[src/rtl/universal_shift_reg_if.sv]
// rtl/universal_shift_reg_if.sv - control/data bundle for the universal shift register
//
// Purpose: groups the load, operation-request, serial-input and status
// signals of universal_shift_reg so they travel as one port.
// Ports (as seen from the register, slave modport):
//   L      in   parallel load request (highest priority after reset)
//   R      in   N-bit parallel load data
//   Mode   in   3-bit operation select, captured on Start
//   Amt    in   CW-bit step count, captured on Start
//   Start  in   begin operation (IDLE only, L=0)
//   WL     in   serial bit entering bit 0 on shift left
//   WR     in   serial bit entering bit N-1 on shift right
//   Q      out  register contents
//   SOut   out  last bit shifted/rotated out
//   Busy   out  high while stepping
//   Done   out  one-cycle completion pulse
interface universal_shift_reg_if #(
    parameter int N  = 16,
    parameter int CW = 4
);
    logic          L;
    logic [N-1:0]  R;
    logic [2:0]    Mode;
    logic [CW-1:0] Amt;
    logic          Start;
    logic          WL;
    logic          WR;
    logic [N-1:0]  Q;
    logic          SOut;
    logic          Busy;
    logic          Done;

    modport master (
        output L, R, Mode, Amt, Start, WL, WR,
        input  Q, SOut, Busy, Done
    );

    modport slave (
        input  L, R, Mode, Amt, Start, WL, WR,
        output Q, SOut, Busy, Done
    );
endinterface

[src/rtl/universal_shift_reg.sv]
// rtl/universal_shift_reg.sv - N-bit universal shift register with multi-step sequencer
//
// Purpose: parallel load, logical shift left/right, rotate left/right and
// arithmetic shift right, performed one bit position per clock for a
// captured step count, with Busy/Done handshake.
// Ports:
//   Clk     in   clock, rising edge
//   Resetn  in   synchronous active-low reset
//   bus     slave modport of universal_shift_reg_if (see that file)
module universal_shift_reg #(
    parameter int N  = 16,
    parameter int CW = 4
) (
    input  logic                 Clk,
    input  logic                 Resetn,
    universal_shift_reg_if.slave bus
);

    typedef enum logic {
        IDLE  = 1'b0,
        SHIFT = 1'b1
    } state_t;

    state_t        state;
    logic [CW-1:0] cnt;
    logic [2:0]    mode_q;
    logic [N-1:0]  q_r;
    logic          sout_r;
    logic          busy_r;
    logic          done_r;

    logic [N-1:0]  q_step;
    logic          sout_step;

    assign bus.Q    = q_r;
    assign bus.SOut = sout_r;
    assign bus.Busy = busy_r;
    assign bus.Done = done_r;

    // One single-bit step of the captured operation. WL/WR are taken live.
    always_comb begin
        q_step    = q_r;
        sout_step = sout_r;
        case (mode_q)
            3'b001: begin
                q_step    = {bus.WR, q_r[N-1:1]};
                sout_step = q_r[0];
            end
            3'b010: begin
                q_step    = {q_r[N-2:0], bus.WL};
                sout_step = q_r[N-1];
            end
            3'b011: begin
                q_step    = {q_r[0], q_r[N-1:1]};
                sout_step = q_r[0];
            end
            3'b100: begin
                q_step    = {q_r[N-2:0], q_r[N-1]};
                sout_step = q_r[N-1];
            end
            3'b101: begin
                q_step    = {q_r[N-1], q_r[N-1:1]};
                sout_step = q_r[0];
            end
            default: begin
                q_step    = q_r;
                sout_step = sout_r;
            end
        endcase
    end

    always_ff @(posedge Clk) begin
        if (!Resetn) begin
            state  <= IDLE;
            cnt    <= '0;
            mode_q <= 3'b000;
            q_r    <= '0;
            sout_r <= 1'b0;
            busy_r <= 1'b0;
            done_r <= 1'b0;
        end else if (bus.L) begin
            // Load aborts any running operation without a Done pulse.
            q_r    <= bus.R;
            state  <= IDLE;
            busy_r <= 1'b0;
            cnt    <= '0;
            done_r <= 1'b0;
        end else begin
            case (state)
                IDLE: begin
                    done_r <= 1'b0;
                    if (bus.Start) begin
                        if (bus.Amt != '0) begin
                            mode_q <= bus.Mode;
                            cnt    <= bus.Amt;
                            state  <= SHIFT;
                            busy_r <= 1'b1;
                        end else begin
                            // Zero-length request completes immediately.
                            done_r <= 1'b1;
                        end
                    end
                end
                SHIFT: begin
                    q_r    <= q_step;
                    sout_r <= sout_step;
                    cnt    <= cnt - CW'(1);
                    if (cnt == CW'(1)) begin
                        // Final step: Done lines up with the final Q.
                        state  <= IDLE;
                        busy_r <= 1'b0;
                        done_r <= 1'b1;
                    end else begin
                        done_r <= 1'b0;
                    end
                end
                default: begin
                    state  <= IDLE;
                    busy_r <= 1'b0;
                    done_r <= 1'b0;
                end
            endcase
        end
    end

endmodule

[src/flat_wrapper.sv]
// flat-port wrapper written by rule: the top's interface ports become plain ports
module universal_shift_reg_flat 
#(
    parameter int N  = 16,
    parameter int CW = 4
)
  (Clk, Resetn, bus_L, bus_R, bus_Mode, bus_Amt, bus_Start, bus_WL, bus_WR, bus_Q, bus_SOut, bus_Busy, bus_Done);
  universal_shift_reg_if #(.N(N), .CW(CW)) bus_i ();
  input  logic Clk;
  input  logic Resetn;
  input wire logic [$bits(bus_i.L)-1:0] bus_L;
  input wire logic [$bits(bus_i.R)-1:0] bus_R;
  input wire logic [$bits(bus_i.Mode)-1:0] bus_Mode;
  input wire logic [$bits(bus_i.Amt)-1:0] bus_Amt;
  input wire logic [$bits(bus_i.Start)-1:0] bus_Start;
  input wire logic [$bits(bus_i.WL)-1:0] bus_WL;
  input wire logic [$bits(bus_i.WR)-1:0] bus_WR;
  output wire logic [$bits(bus_i.Q)-1:0] bus_Q;
  output wire logic [$bits(bus_i.SOut)-1:0] bus_SOut;
  output wire logic [$bits(bus_i.Busy)-1:0] bus_Busy;
  output wire logic [$bits(bus_i.Done)-1:0] bus_Done;
  assign bus_i.L = bus_L;
  assign bus_i.R = bus_R;
  assign bus_i.Mode = bus_Mode;
  assign bus_i.Amt = bus_Amt;
  assign bus_i.Start = bus_Start;
  assign bus_i.WL = bus_WL;
  assign bus_i.WR = bus_WR;
  assign bus_Q = bus_i.Q;
  assign bus_SOut = bus_i.SOut;
  assign bus_Busy = bus_i.Busy;
  assign bus_Done = bus_i.Done;
  universal_shift_reg #(.N(N), .CW(CW)) u_core (.Clk(Clk), .Resetn(Resetn), .bus(bus_i));
endmodule
[config.mk]
export PLATFORM = sky130hd
export DESIGN_NAME = universal_shift_reg_flat
export DESIGN_NICKNAME = d
export VERILOG_FILES = /design/src/rtl/universal_shift_reg_if.sv /design/src/rtl/universal_shift_reg.sv /design/src/flat_wrapper.sv
export SDC_FILE = /design/constraint.sdc
export NUM_CORES = 1
export LEC_CHECK = 0
export ABC_AREA = 1
export ABC_CLOCK_PERIOD_IN_PS = 1200
export CAP_MARGIN = 0
export CORE_MARGIN = 1
export CORE_UTILIZATION = 56
export CTS_CLUSTER_DIAMETER = 30
export CTS_CLUSTER_SIZE = 40
export DETAILED_ROUTE_END_ITERATION = 10
export DONT_BUFFER_PORTS = 1
export GPL_TIMING_DRIVEN = 0
export PLACE_DENSITY = 0.85
export SYNTH_ARGS = -nofsm -noshare
export SYNTH_HDL_FRONTEND = slang
export SYNTH_SLANG_ARGS = --single-unit
[constraint.sdc]
create_clock -name Clk -period 1.2 [get_ports Clk]
set_input_delay 0.24 -clock Clk [delete_from_list [all_inputs] [get_ports Clk]]
set_output_delay 0.24 -clock Clk [all_outputs]
set_load 0.02 [all_outputs]
==> run_results.csv <==
group,metric,value,unit
final_layout,design_area,1920,µm²
die,dieHeight,54.1,µm
worst_hold_path,hold_path_depth,2,
setup_path,slowest_stage,"dfxtp_4",
global_route,grt_first_pass_wirelength,5990,µm
worst_hold_path,min_to,"u_core.mode_q[0]$_SDFFE_PN0P_",
global_route,antenna_found_initial,0,
cts,clk_latency,0.33,ns
global_route,grt_max_degree,16,
yosys,synth_seq_cells,27,
global_route,grt.total_usage,28.4,%
route,vias_per_cell,5.83,
placement,gp_congestion,0.798,
yosys,yosysUniqueCellTypes,18,
cts,cts.root.buffer_cell,"clkbuf_4",
timing,rsz0062_at_grt,"true",
global_route,gr-total-overflow,0,
setup_path,rr_worst_depth,9,
route,drc,0,
power,peakVddDrop,0.875,mV
die,dieArea,2930,µm²
timing,worst_slew_pin_slew,0.430,ns
cts,cts_tree,"built",
final_layout,drive_above_1_share,21.4,%
route,wl,4260,µm
die,io_pins,48,
setup_path,crit_type,"reg2reg",
timing,min_period,1.30,ns
die,initial_core_util,60.3,%
cts,cts.clk_slew.worst_paths,0.15,ns
worst_hold_path,min_from,"Resetn",
yosys,syn-num-nets,279,
timing,skew,0.00135,ns
setup_path,ff2ff_setup_slack,-0.1,ns
setup_path,r2r-start,"u_core.mode_q[1]$_SDFFE_PN0P_",
global_route,first_global_vias,1429,
placement,place_area,1570,µm²
die,rows,18,
setup_path,required,1.47,ns
timing,hold_viol_final,1,
yosys,syn_avg_cell_area,6.13,µm²
route,first_pass_iters,4,
cts,cts_max_path_buffers,2,
route,drtIter0Drc,89,
timing,setup_viol,17,
cts,cts_inserted_buffers,3,
yosys,synthCells,248,
setup_path,worstPathMaxFanout,6,
run_status,violations,"hold timing, setup timing",
final_layout,fin_nets,298,
worst_hold_path,hp-class,"in2reg",
power,power_density,1040,nW/µm²
setup_path,critPathLaunchType,"flop",
yosys,ys_seq_area_share,35.5,%
setup_path,path_cells,"inv_6, a21oi_2, nand2_2, nand2_4, buf_6, nand2_2, nand2_1, nor2_1, nor2_1",
setup_path,worst_ep_arrival_time,1.57,ns
placement,dp_hpwl,2410,µm
job,maxCapViolations,0,
placement,io_buffers,0,
route,num_vias,1726,
run_status,outcome,"finished, violations left",
timing,fin_crit_sh,108,%
die,die_w,54.1,µm
yosys,ys_warn_count,0,
cts,cts_max_level,1,
die,core-area,2520,µm²
setup_path,r2r-end,"u_core.bus.Q[14]$_SDFFE_PN0P_",
timing,worst_slack,-0.0959,ns
route,wl_per_cell,14.4,µm
final_layout,diodes,0,
power,totalPowerFinal,0.00198,W
yosys,syn-cell-area,1520,µm²
timing,clock.fmax,772,MHz
cts,cts_sinks,27,
power,p_leak,0.801,nW
timing,drv_slew,0,
timing,holdWs,-0.00629,ns
final_layout,synthToLayoutAreaGrowth,25.9,%
route,postRouteAntennaNets,0,
setup_path,crit_path_end_kind,"flop",
setup_path,crit_path_max_incr_delay,0.45,ns
timing,relSlewSlack,71.3,%
## worst max-delay path: cells and delay by family, from the launching register on
family,cells,cell delay [ns]
simple gates,6,0.46
buf+inv,2,0.19
flops,1,0.45
compound gates,1,0.14
## cells in the mapped netlist
master / instances / area share, %
nor2_1: 40 / 9.9
inv_1: 11 / 2.7
a21oi_1: 26 / 8.6
nand3_2: 2 / 1.3
nand3b_1: 1 / 0.49
ha_1: 2 / 1.6
nand3_1: 26 / 8.6
nand2_1: 81 / 20
o21ai_0: 9 / 3.0
nand4_1: 5 / 2.1
clkbuf_1: 2 / 0.49
nand2_2: 2 / 0.82
nor3_1: 2 / 0.66
a31oi_1: 2 / 0.82
buf_2: 4 / 1.3
inv_2: 3 / 0.74
dfxtp_1: 27 / 36
buf_4: 3 / 1.5
## metrics by stage
| step | util [%] | instances | TNS (ns) | setup slack (ns) |
|---|---|---|---|---|
| after floorplan | - | 248 | 0 | 0.0101 |
| after global placement | 62.1 | 278 | -1.68 | -0.176 |
| after detailed placement | 62.1 | 278 | -1.74 | -0.174 |
| after CTS | 70.3 | 290 | -0.0432 | -0.0132 |
| after global routing | 75.9 | 296 | -1.95 | -0.175 |
| final | 75.9 | 296 | -0.581 | -0.0959 |
## power breakdown
part	switching [W]	leakage (nW)	internal, W
clock	0.000277	0.0150	0.000131
combinational	0.000289	0.561	0.000210
sequential	0.000126	0.224	0.000951
## sequential cells by signal (all words and copies together), names as in the netlist
| name | flops |
|---|---|
| u_core.bus.Busy | 1 |
| u_core.bus.Done | 1 |
| u_core.bus.Q | 16 |
| u_core.bus.SOut | 1 |
| u_core.cnt | 4 |
| u_core.mode_q | 3 |
| u_core.state | 1 |
## layer usage
layer / GRT usage [%] / vias up / wire length (µm) / share of wire [%]
met5: 0 / - / 0 / 0
met4: 9.83 / 0 / 89 / 2.1
met3: 9.04 / 15 / 351 / 8.2
met2: 46.5 / 83 / 2070 / 49
met1: 34.6 / 781 / 1740 / 41
li1: - / 847 / - / -
## layout by cell type, fill, tap and decap left out, types with 3 or more instances in the layout
cell / n
clkbuf_1: 3
nor2_1: 38
buf_6: 8
nand4_1: 5
a21oi_2: 11
nand3_1: 24
a21oi_1: 15
dfxtp_1: 24
dfxtp_4: 3
o21ai_0: 4
nand2_1: 75
inv_1: 11
nand3_4: 3
buf_4: 9
nand2_2: 5
clkbuf_4: 3
## area by class of cell
| cell class | count | area, µm² |
|---|---|---|
| sequential | 27 | 552 |
| fill | 186 | 607 |
| timing repair buffer | 15 | 151 |
| buffer | 8 | 68.8 |
| tap | 30 | 37.5 |
| multi-input combinational | 198 | 1010 |
| clock buffer | 4 | 26.3 |
| inverter | 14 | 65.1 |
## logic make-up after synthesis
logic type	count (synthesis)	synth area share [%]
flip-flops	27	35.5
AO/OA/AOI/OAI	37	12.3
buffers and inverters	23	6.74
AND/OR/NAND/NOR	159	43.7
adder cells (fa/ha/maj)	2	1.64
## timing repair
item	4_1_cts	5_1_grt
resized for setup	28	33
hold buffers	0	1
buffers inserted	7	4
pin swaps	9	11
endpoints found under the hold margin	0	1
endpoints found under the setup margin	17	21
cloned	2	1
## how the worst max path moves through the flow
stage                                   from  cells past startpoint                            end  slack, ns
5_1_grt              u_core.state$_SDFF_PP0_                      5  u_core.mode_q[1]$_SDFFE_PN0P_      -0.17
4_1_cts        u_core.mode_q[1]$_SDFFE_PN0P_                      7  u_core.bus.Q[15]$_SDFFE_PN0P_      -0.01
6_report       u_core.mode_q[1]$_SDFFE_PN0P_                      9  u_core.bus.Q[14]$_SDFFE_PN0P_       -0.1
2_1_floorplan  u_core.mode_q[2]$_SDFFE_PN0P_                      9  u_core.bus.Q[10]$_SDFFE_PN0P_       0.01
3_5_place_dp   u_core.mode_q[1]$_SDFFE_PN0P_                      8  u_core.bus.Q[15]$_SDFFE_PN0P_      -0.17
3_3_place_gp   u_core.mode_q[1]$_SDFFE_PN0P_                      8  u_core.bus.Q[15]$_SDFFE_PN0P_      -0.18
(Power assumes the default switching activity.)
